==> src/rtl/fru_pkg.sv <==
// Shared types and helpers for the filter configuration loader.
package fru_pkg;

    typedef enum logic [1:0] {
        ST_IDLE   = 2'd0,
        ST_SHIFT  = 2'd1,
        ST_COMMIT = 2'd2
    } loader_state_t;

    // Data bits for RegConst and BypassEn, plus one even-parity bit.
    function automatic int frame_len(input int filter_size);
        return 2 * filter_size + 1;
    endfunction

endpackage

==> src/rtl/fru_filter_config_loader.sv <==
// Serial loader for the filter BypassEn/RegConst vectors. Frames are shifted into
// shadow registers and committed atomically only when even parity checks out.
module fru_filter_config_loader
    import fru_pkg::*;
#(
    parameter int FILTER_SIZE = 10
) (
    input  logic                   Clk,
    input  logic                   Rst,
    input  logic                   CfgStart,
    input  logic                   CfgValid,
    input  logic                   CfgData,
    output logic                   CfgReady,
    input  logic                   ClearBypass,
    output logic [FILTER_SIZE-1:0] BypassEn,
    output logic [FILTER_SIZE-1:0] RegConst,
    output logic                   CfgDone,
    output logic                   CfgError
);

    localparam int FRAME_LEN = frame_len(FILTER_SIZE);
    localparam int CNT_W     = $clog2(FRAME_LEN);
    localparam logic [CNT_W-1:0] LAST_IDX = CNT_W'(FRAME_LEN - 1);

    loader_state_t          state_reg;
    logic [CNT_W-1:0]       cnt_reg;
    logic [FILTER_SIZE-1:0] shadow_const_reg;
    logic [FILTER_SIZE-1:0] shadow_bypass_reg;
    logic                   parity_reg;
    logic                   ready_reg;
    logic                   done_reg;
    logic                   error_reg;
    logic [FILTER_SIZE-1:0] const_reg;
    logic [FILTER_SIZE-1:0] bypass_reg;

    // A start pulse takes priority over a data bit arriving in the same cycle.
    logic                   accept;
    logic [FILTER_SIZE-1:0] const_wr;
    logic [FILTER_SIZE-1:0] bypass_wr;

    assign accept = ready_reg & CfgValid & ~CfgStart;

    generate
        for (genvar gi = 0; gi < FILTER_SIZE; gi++) begin : g_decode
            assign const_wr[gi]  = accept && (cnt_reg == CNT_W'(gi));
            assign bypass_wr[gi] = accept && (cnt_reg == CNT_W'(gi + FILTER_SIZE));
        end
    endgenerate

    always_ff @(posedge Clk) begin
        if (Rst) begin
            state_reg         <= ST_IDLE;
            cnt_reg           <= '0;
            shadow_const_reg  <= '0;
            shadow_bypass_reg <= '0;
            parity_reg        <= 1'b0;
            ready_reg         <= 1'b0;
            done_reg          <= 1'b0;
            error_reg         <= 1'b0;
            const_reg         <= '0;
            bypass_reg        <= '0;
        end else begin
            done_reg  <= 1'b0;
            error_reg <= 1'b0;

            case (state_reg)
                ST_IDLE: begin
                    if (CfgStart) begin
                        state_reg         <= ST_SHIFT;
                        ready_reg         <= 1'b1;
                        cnt_reg           <= '0;
                        shadow_const_reg  <= '0;
                        shadow_bypass_reg <= '0;
                        parity_reg        <= 1'b0;
                    end
                end

                ST_SHIFT: begin
                    if (CfgStart) begin
                        cnt_reg           <= '0;
                        shadow_const_reg  <= '0;
                        shadow_bypass_reg <= '0;
                        parity_reg        <= 1'b0;
                    end else if (accept) begin
                        parity_reg <= parity_reg ^ CfgData;
                        for (int i = 0; i < FILTER_SIZE; i++) begin
                            if (const_wr[i])  shadow_const_reg[i]  <= CfgData;
                            if (bypass_wr[i]) shadow_bypass_reg[i] <= CfgData;
                        end
                        // The counter parks on the parity index; it never wraps.
                        if (cnt_reg == LAST_IDX) begin
                            state_reg <= ST_COMMIT;
                            ready_reg <= 1'b0;
                        end else begin
                            cnt_reg <= cnt_reg + 1'b1;
                        end
                    end
                end

                ST_COMMIT: begin
                    state_reg <= ST_IDLE;
                    if (!parity_reg) begin
                        const_reg  <= shadow_const_reg;
                        bypass_reg <= shadow_bypass_reg;
                        done_reg   <= 1'b1;
                    end else begin
                        error_reg  <= 1'b1;
                    end
                end

                default: begin
                    state_reg <= ST_IDLE;
                    ready_reg <= 1'b0;
                end
            endcase

            // Emergency clear overrides any commit landing on the same edge.
            if (ClearBypass) begin
                bypass_reg <= '0;
            end
        end
    end

    assign CfgReady = ready_reg;
    assign BypassEn = bypass_reg;
    assign RegConst = const_reg;
    assign CfgDone  = done_reg;
    assign CfgError = error_reg;

endmodule

==> config.mk <==
export PLATFORM = sky130hd
export DESIGN_NAME = fru_filter_config_loader
export DESIGN_NICKNAME = d
export VERILOG_FILES = /design/src/rtl/fru_pkg.sv /design/src/rtl/fru_filter_config_loader.sv
export SDC_FILE = /design/constraint.sdc
export NUM_CORES = 1
export LEC_CHECK = 0
export BUFFER_PORTS_ARGS = -buffer_cell sky130_fd_sc_hd__buf_2
export CAP_MARGIN = 15
export CORE_MARGIN = 3
export CORE_UTILIZATION = 51
export DETAILED_ROUTE_END_ITERATION = 12
export PLACE_DENSITY = 0.74
export SLEW_MARGIN = 40
export SYNTH_ARGS = -nofsm -noshare
export SYNTH_HDL_FRONTEND = slang
export SYNTH_SLANG_ARGS = --single-unit
export TNS_END_PERCENT = 50
==> constraint.sdc <==
create_clock -name Clk -period 1.8 [get_ports Clk]
set_input_delay 0.36 -clock Clk [delete_from_list [all_inputs] [get_ports Clk]]
set_output_delay 0.36 -clock Clk [all_outputs]
set_load 0.1 [all_outputs]
==> impl_metrics.ini, run 1 <==
[yosys]
syn-num-nets = 284
async_flop_share_pct = 0
ys_seq_area_share_pct = 45.0
synth_cell_types = 44
ys.flop_type = dfxtp_1
synth_edf_count = 0
yosysWarnings = 0
syn-instance-count = 273
avgSynthCellArea_sq_um = 8.31
ys_ff_latch = 51
syn_area_sq_um = 2270

[hold_path]
hold_end = shadow_const_reg[4]$_SDFFE_PP0P_
hold_class = input pin to register
hold_depth = 3
worstHoldStart = CfgData

[worst_setup_path]
r2r_start = cnt_reg[0]$_SDFFE_PP0P_
start_kind = register
endpoint_kind = register
path_class = register to register
r2r-end = cnt_reg[4]$_SDFFE_PP0P_
required_ns = 2.00
reg2reg_slack_ns = 0.17
ff2ff_path_depth = 7
worstPathArrival_ns = 1.83
critPathMaxFanout = 6

[routing]
wl_microns = 4950
dr.pass1.iters = 4
wl_per_cell_microns = 13.9
drtAntennaViolNets = 0
drt_iter0_drc = 119
drc = 0
dr_total_vias = 2043
viasPerCell = 5.74

[timing]
hold_ws_ns = 0.400
slew_headroom_pct = 55.7
fin_crit_ns = 1.63
tns_ns = 0
fmax_mhz = 614
worst_pin_slew_ns = 0.664
final_max_slew_viol_count = 0
fin_worst_skew_ns = 0.00758
setup_viol = 0
period_share_pct = 90.4
hold_violations = 0
rsz0062_at_grt = false

[layout]
fillers = 384
fin_cells = 356
antenna_cells = 0
nets = 316
fin_area_sq_um = 2600
drive_above_1_share_pct = 21.6
area_growth_pct = 14.7

[clock_tree]
cts_tree = built
clock_sinks = 51
post_cts_buffers = 0
cts.clk_slew.worst_paths_ns = 0.10
clk_root_buffer_cell = clkbuf_8
postCtsHoldBufs = 0
clock_path_buffers = 2
clk_latency_ns = 0.31
htreeDepth = 2
cts_made_buffers = 5
cts_resized = 0

[run]
drv_cap = 0

[power_and_ir_drop]
vdd_ir_drop_max_uv = 415
leakage_nw = 1.01
power_frac_seq_pct = 58.0
p_sw_share_pct = 25.5
intPower_mw = 1.46
power.switching_mw = 0.501
pwr-share-comb_pct = 6.3
power_density_nw_per_um2 = 754
clockPowerShare_pct = 35.7
p_total_mw = 1.96

[die]
chipWidth_microns = 72.7
die_area_sq_um = 5290
io_pins = 29
die_h_microns = 72.7
initial_core_util_pct = 54.8
num_rows = 23
core-area_sq_um = 4140

[place]
place_hpwl_microns = 3490
gp_congestion = 0.905
dp_cells = 348
postPlaceCellArea_sq_um = 2500
port_buffers = 28

[global_route]
grt_pass1_wl_microns = 8690
antenna_found_initial = 0
grt_pass1_vias = 1862
grt_max_degree = 25
grt_usage_pct = 20.7
overflow = 0

[run_status]
status = finished clean
## cell families after synthesis
logic type      count (synthesis)  synth area share, %
buf+inv                        27                 5.79
compound gates                 94                 24.1
fa+ha+maj                       5                 2.76
simple gates                   95                 21.9
flops                          51                 45.0
mux                             1                0.441
## final cells by class
type                    instances  area (sq um)  share of cell area, %
multi-input cells             195          1120                   43.1
flip-flops and latches         51          1020                   39.3
repair buffers                 46           275                   10.6
clock buffers                   5          68.8                   2.64
well taps                      50          62.6                   2.40
clock inverters                 3          28.8                   1.11
inverters                       6          22.5                  0.865
## synthesized netlist by cell type (2+ instances only)
library cell | number | area, sq um
nand2_1 | 51 | 191
a41oi_1 | 4 | 35.0
dfxtp_1 | 51 | 1020
clkbuf_1 | 13 | 48.8
nor2_1 | 7 | 26.3
nand4b_1 | 2 | 17.5
ha_1 | 5 | 62.6
buf_6 | 3 | 33.8
inv_1 | 6 | 22.5
nand3_2 | 3 | 30.0
o211a_1 | 2 | 20.0
nand2b_1 | 2 | 12.5
nor2b_1 | 2 | 12.5
a31oi_1 | 17 | 106
o21ai_1 | 35 | 175
a21oi_1 | 28 | 140
nand3_1 | 7 | 35.0
and3_1 | 4 | 25.0
nor3_1 | 4 | 20.0
buf_2 | 3 | 15.0
## worst max-delay path: stages (launching register included)
cell	delay, ns
dfxtp_1	0.34
inv_1	0.07
ha_1	0.22
and4b_1	0.23
a311oi_2	0.25
buf_4	0.18
mux2i_1	0.17
nor2_1	0.05
## power by group through the flow
stage                     clock network [mW]  registers (mW)  logic [mW]
after floorplan                            0            1.18      0.0772
after global placement                     0            1.16       0.121
after detailed placement                   0            1.16       0.123
after CTS                              0.716            1.14       0.123
after global routing                   0.769            1.14       0.134
final                                  0.700            1.14       0.123
## per-layer routing
metal  wire, microns  global-route usage (%)  share of wire [%]
met5               0                       0                  0
met2            2280                    31.8                 46
met4              85                    9.22                1.7
met3             199                    3.86                4.0
met1            2390                    28.1                 48
## how the worst max path moves through the flow
stage | startpoint | end | cells past startpoint
2_1_floorplan | cnt_reg[0]$_SDFFE_PP0P_ | cnt_reg[4]$_SDFFE_PP0P_ | 7
3_3_place_gp | CfgStart | shadow_bypass_reg[0]$_SDFFE_PP0P_ | 5
3_5_place_dp | CfgStart | shadow_bypass_reg[0]$_SDFFE_PP0P_ | 5
4_1_cts | cnt_reg[0]$_SDFFE_PP0P_ | cnt_reg[4]$_SDFFE_PP0P_ | 7
5_1_grt | cnt_reg[0]$_SDFFE_PP0P_ | cnt_reg[3]$_SDFFE_PP0P_ | 7
6_report | cnt_reg[0]$_SDFFE_PP0P_ | cnt_reg[4]$_SDFFE_PP0P_ | 7
## through the flow
stage,util [%],worst slack [ns]
floorplan,-,0.0196
global placement,60.4,0.150
detailed placement,60.4,0.113
CTS,62.8,0.171
global route,62.8,0.0169
finish,62.8,0.172
## cells in the final DEF, fill, tap and decap left out, types with 2 or more instances in the layout
master	count
buf_4	18
nor2_1	7
nand2_1	51
o211a_1	2
nand4b_1	2
dfxtp_1	50
buf_2	28
o21ai_1	35
clkbuf_8	5
a31oi_1	17
nor3_1	3
nand3_2	3
nand3_1	7
and3_1	4
clkinv_4	2
nor2b_1	2
ha_1	5
inv_1	6
a21oi_1	28
a41oi_1	4
nand2b_1	2
Power figures use the tool's default switching activity.
==> inputs of run 2 (changes only) <==
Settings changed: MAX_ROUTING_LAYER set to met4, RECOVER_POWER set to 25, REMOVE_ABC_BUFFERS set to 1.
==> impl_metrics.ini, run 2 (same netlist as run 1, synthesis figures left out) <==
[timing]
hold_violations = 0
period_share_pct = 91.5
fin_crit_ns = 1.65
setup_viol = 0
worst_pin_slew_ns = 0.686
fin_worst_skew_ns = 0.00939
worst_slack_ns = 0.153
final_max_slew_viol_count = 0
hold_ws_ns = 0.447
rsz0062_at_grt = false
fmax_mhz = 607
slew_headroom_pct = 54.2

[routing]
wl_per_cell_microns = 13.7
route.met3.wl_microns = 197
wl_microns = 4840
dr.pass1.iters = 4
drt_iter0_drc = 127
viasPerCell = 5.67
dr_wl_met2_microns = 2220
drtAntennaViolNets = 0
top_layer_used = met4
drc = 0
wl_met1_microns = 2340
dr_total_vias = 2003

[clock_tree]
cts_tree = built
clk_latency_ns = 0.30
clock_sinks = 51
cts_made_buffers = 5
htreeDepth = 2
cts.clk_slew.worst_paths_ns = 0.09
clock_path_buffers = 2
clk_root_buffer_cell = clkbuf_8

[global_route]
grt_pass1_wl_microns = 8290
grt_pass1_vias = 1818
grt_max_degree = 25
grt_usage_pct = 20.4
antenna_found_initial = 0
overflow = 0

[run]
drv_cap = 0

[layout]
antenna_cells = 0
area_growth_pct = 13.6
nets = 313
drive_above_1_share_pct = 20.1
fin_cells = 353
final_util_pct = 62.2
final_cell_mix = dfxtp_1, nand2_1, o21ai_1, a21oi_1, a31oi_1

[worst_setup_path]
worstPathArrival_ns = 1.83
path_class = register to register
endpoint_kind = register
crit_buf_inv = 1
required_ns = 1.99
critPathMaxFanout = 6
slowest_delay_ns = 0.38
crit_chain = inv_1, ha_1, and4b_1, a311oi_4, mux2i_1, nor2_1
path_delay_family = compound AO/OA/AOI/OAI gates
start_kind = register
cp_slowest_cell = a311oi_4

[power_and_ir_drop]
clockPowerShare_pct = 33.4
intPower_mw = 1.44
power_density_nw_per_um2 = 736
vdd_ir_drop_max_uv = 364
pwr-share-comb_pct = 6.6
p_sw_share_pct = 23.9
power_frac_seq_pct = 60.0
power.switching_mw = 0.454
leakage_nw = 0.978

[place]
place_hpwl_microns = 3430
gp_congestion = 0.929
dp_slack_ns = 0.0915
port_buffers = 28
dp_cells = 345

[die]
die_h_microns = 72.7
num_rows = 23
core-area_sq_um = 4140
initial_core_util_pct = 54.8
chipWidth_microns = 72.7
io_pins = 29
die_area_sq_um = 5290

[run_status]
status = finished clean

[hold_path]
hold_class = input pin to register
-- run 2: cell count changes in the layout (fill, tap and decap cells not counted), sizes merged --
cell / before / now
clkinv: 2 / 1
buf: 46 / 29
inv: 7 / 6
clkinvlp: 0 / 1
clkbuf: 5 / 20
-- run 2: what timing repair did --
action,4_1_cts,5_1_grt
setup buffers,0,0
hold buffers,0,0
endpoints found under the setup margin,0,3
gates resized for setup,0,1
endpoints found under the hold margin,0,0
-- run 2: path summary, 6_finish.rpt --
check | startpoint | endpoint | slack (ns) | cells past startpoint
setup / recovery | cnt_reg[0]$_SDFFE_PP0P_ | cnt_reg[4]$_SDFFE_PP0P_ | 0.15 | 6
hold / removal | CfgData | shadow_const_reg[4]$_SDFFE_PP0P_ | 0.45 | 3
setup reg to reg | cnt_reg[0]$_SDFFE_PP0P_ | cnt_reg[4]$_SDFFE_PP0P_ | 0.15 | 6
hold reg to reg | shadow_const_reg[7]$_SDFFE_PP0P_ | RegConst[7]$_SDFFE_PP0P_ | 0.45 | 2
-- run 2: routing by layer --
metal / global-route usage (%) / vias to the layer above
met3: 5.10 / 8
met1: 26.2 / 926
met5: - / -
met4: 7.58 / 0
li1: - / 1029
met2: 30.9 / 40
-- run 2: stage by stage --
stage                     total power, mW  setup TNS [ns]  cell area, sq um
final                                1.90               0              2580
after global routing                 1.98               0              2580
after CTS                            1.91               0              2570
after detailed placement             1.29               0              2480
after global placement               1.29               0              2480
after floorplan                      1.23          -11.15              2160
-- run 2: layout make-up --
cell class | count | area (sq um)
Multi-Input combinational cell | 195 | 1130
Sequential cell | 51 | 1020
Clock inverter | 2 | 12.5
Clock buffer | 6 | 72.6
Fill cell | 392 | 1570
Tap cell | 50 | 62.6
Timing Repair Buffer | 43 | 253
Inverter | 6 | 22.5
-- run 2: worst reg2reg max path, delay by kind of cell (launching register included) --
family | cells | cell delay, ns
flip-flops | 1 | 0.34
buffers and inverters | 1 | 0.07
AND/OR/NAND/NOR | 2 | 0.29
AO/OA/AOI/OAI | 1 | 0.38
multiplexers | 1 | 0.23
adder cells (fa/ha/maj) | 1 | 0.23
-- run 2: power groups by stage --
| stage | registers, mW | clock network (mW) | logic [mW] |
|---|---|---|---|
| after floorplan | 1.18 | 0 | 0.0547 |
| after global placement | 1.16 | 0 | 0.121 |
| after detailed placement | 1.16 | 0 | 0.122 |
| after CTS | 1.14 | 0.654 | 0.122 |
| after global routing | 1.14 | 0.706 | 0.136 |
| final | 1.14 | 0.634 | 0.124 |
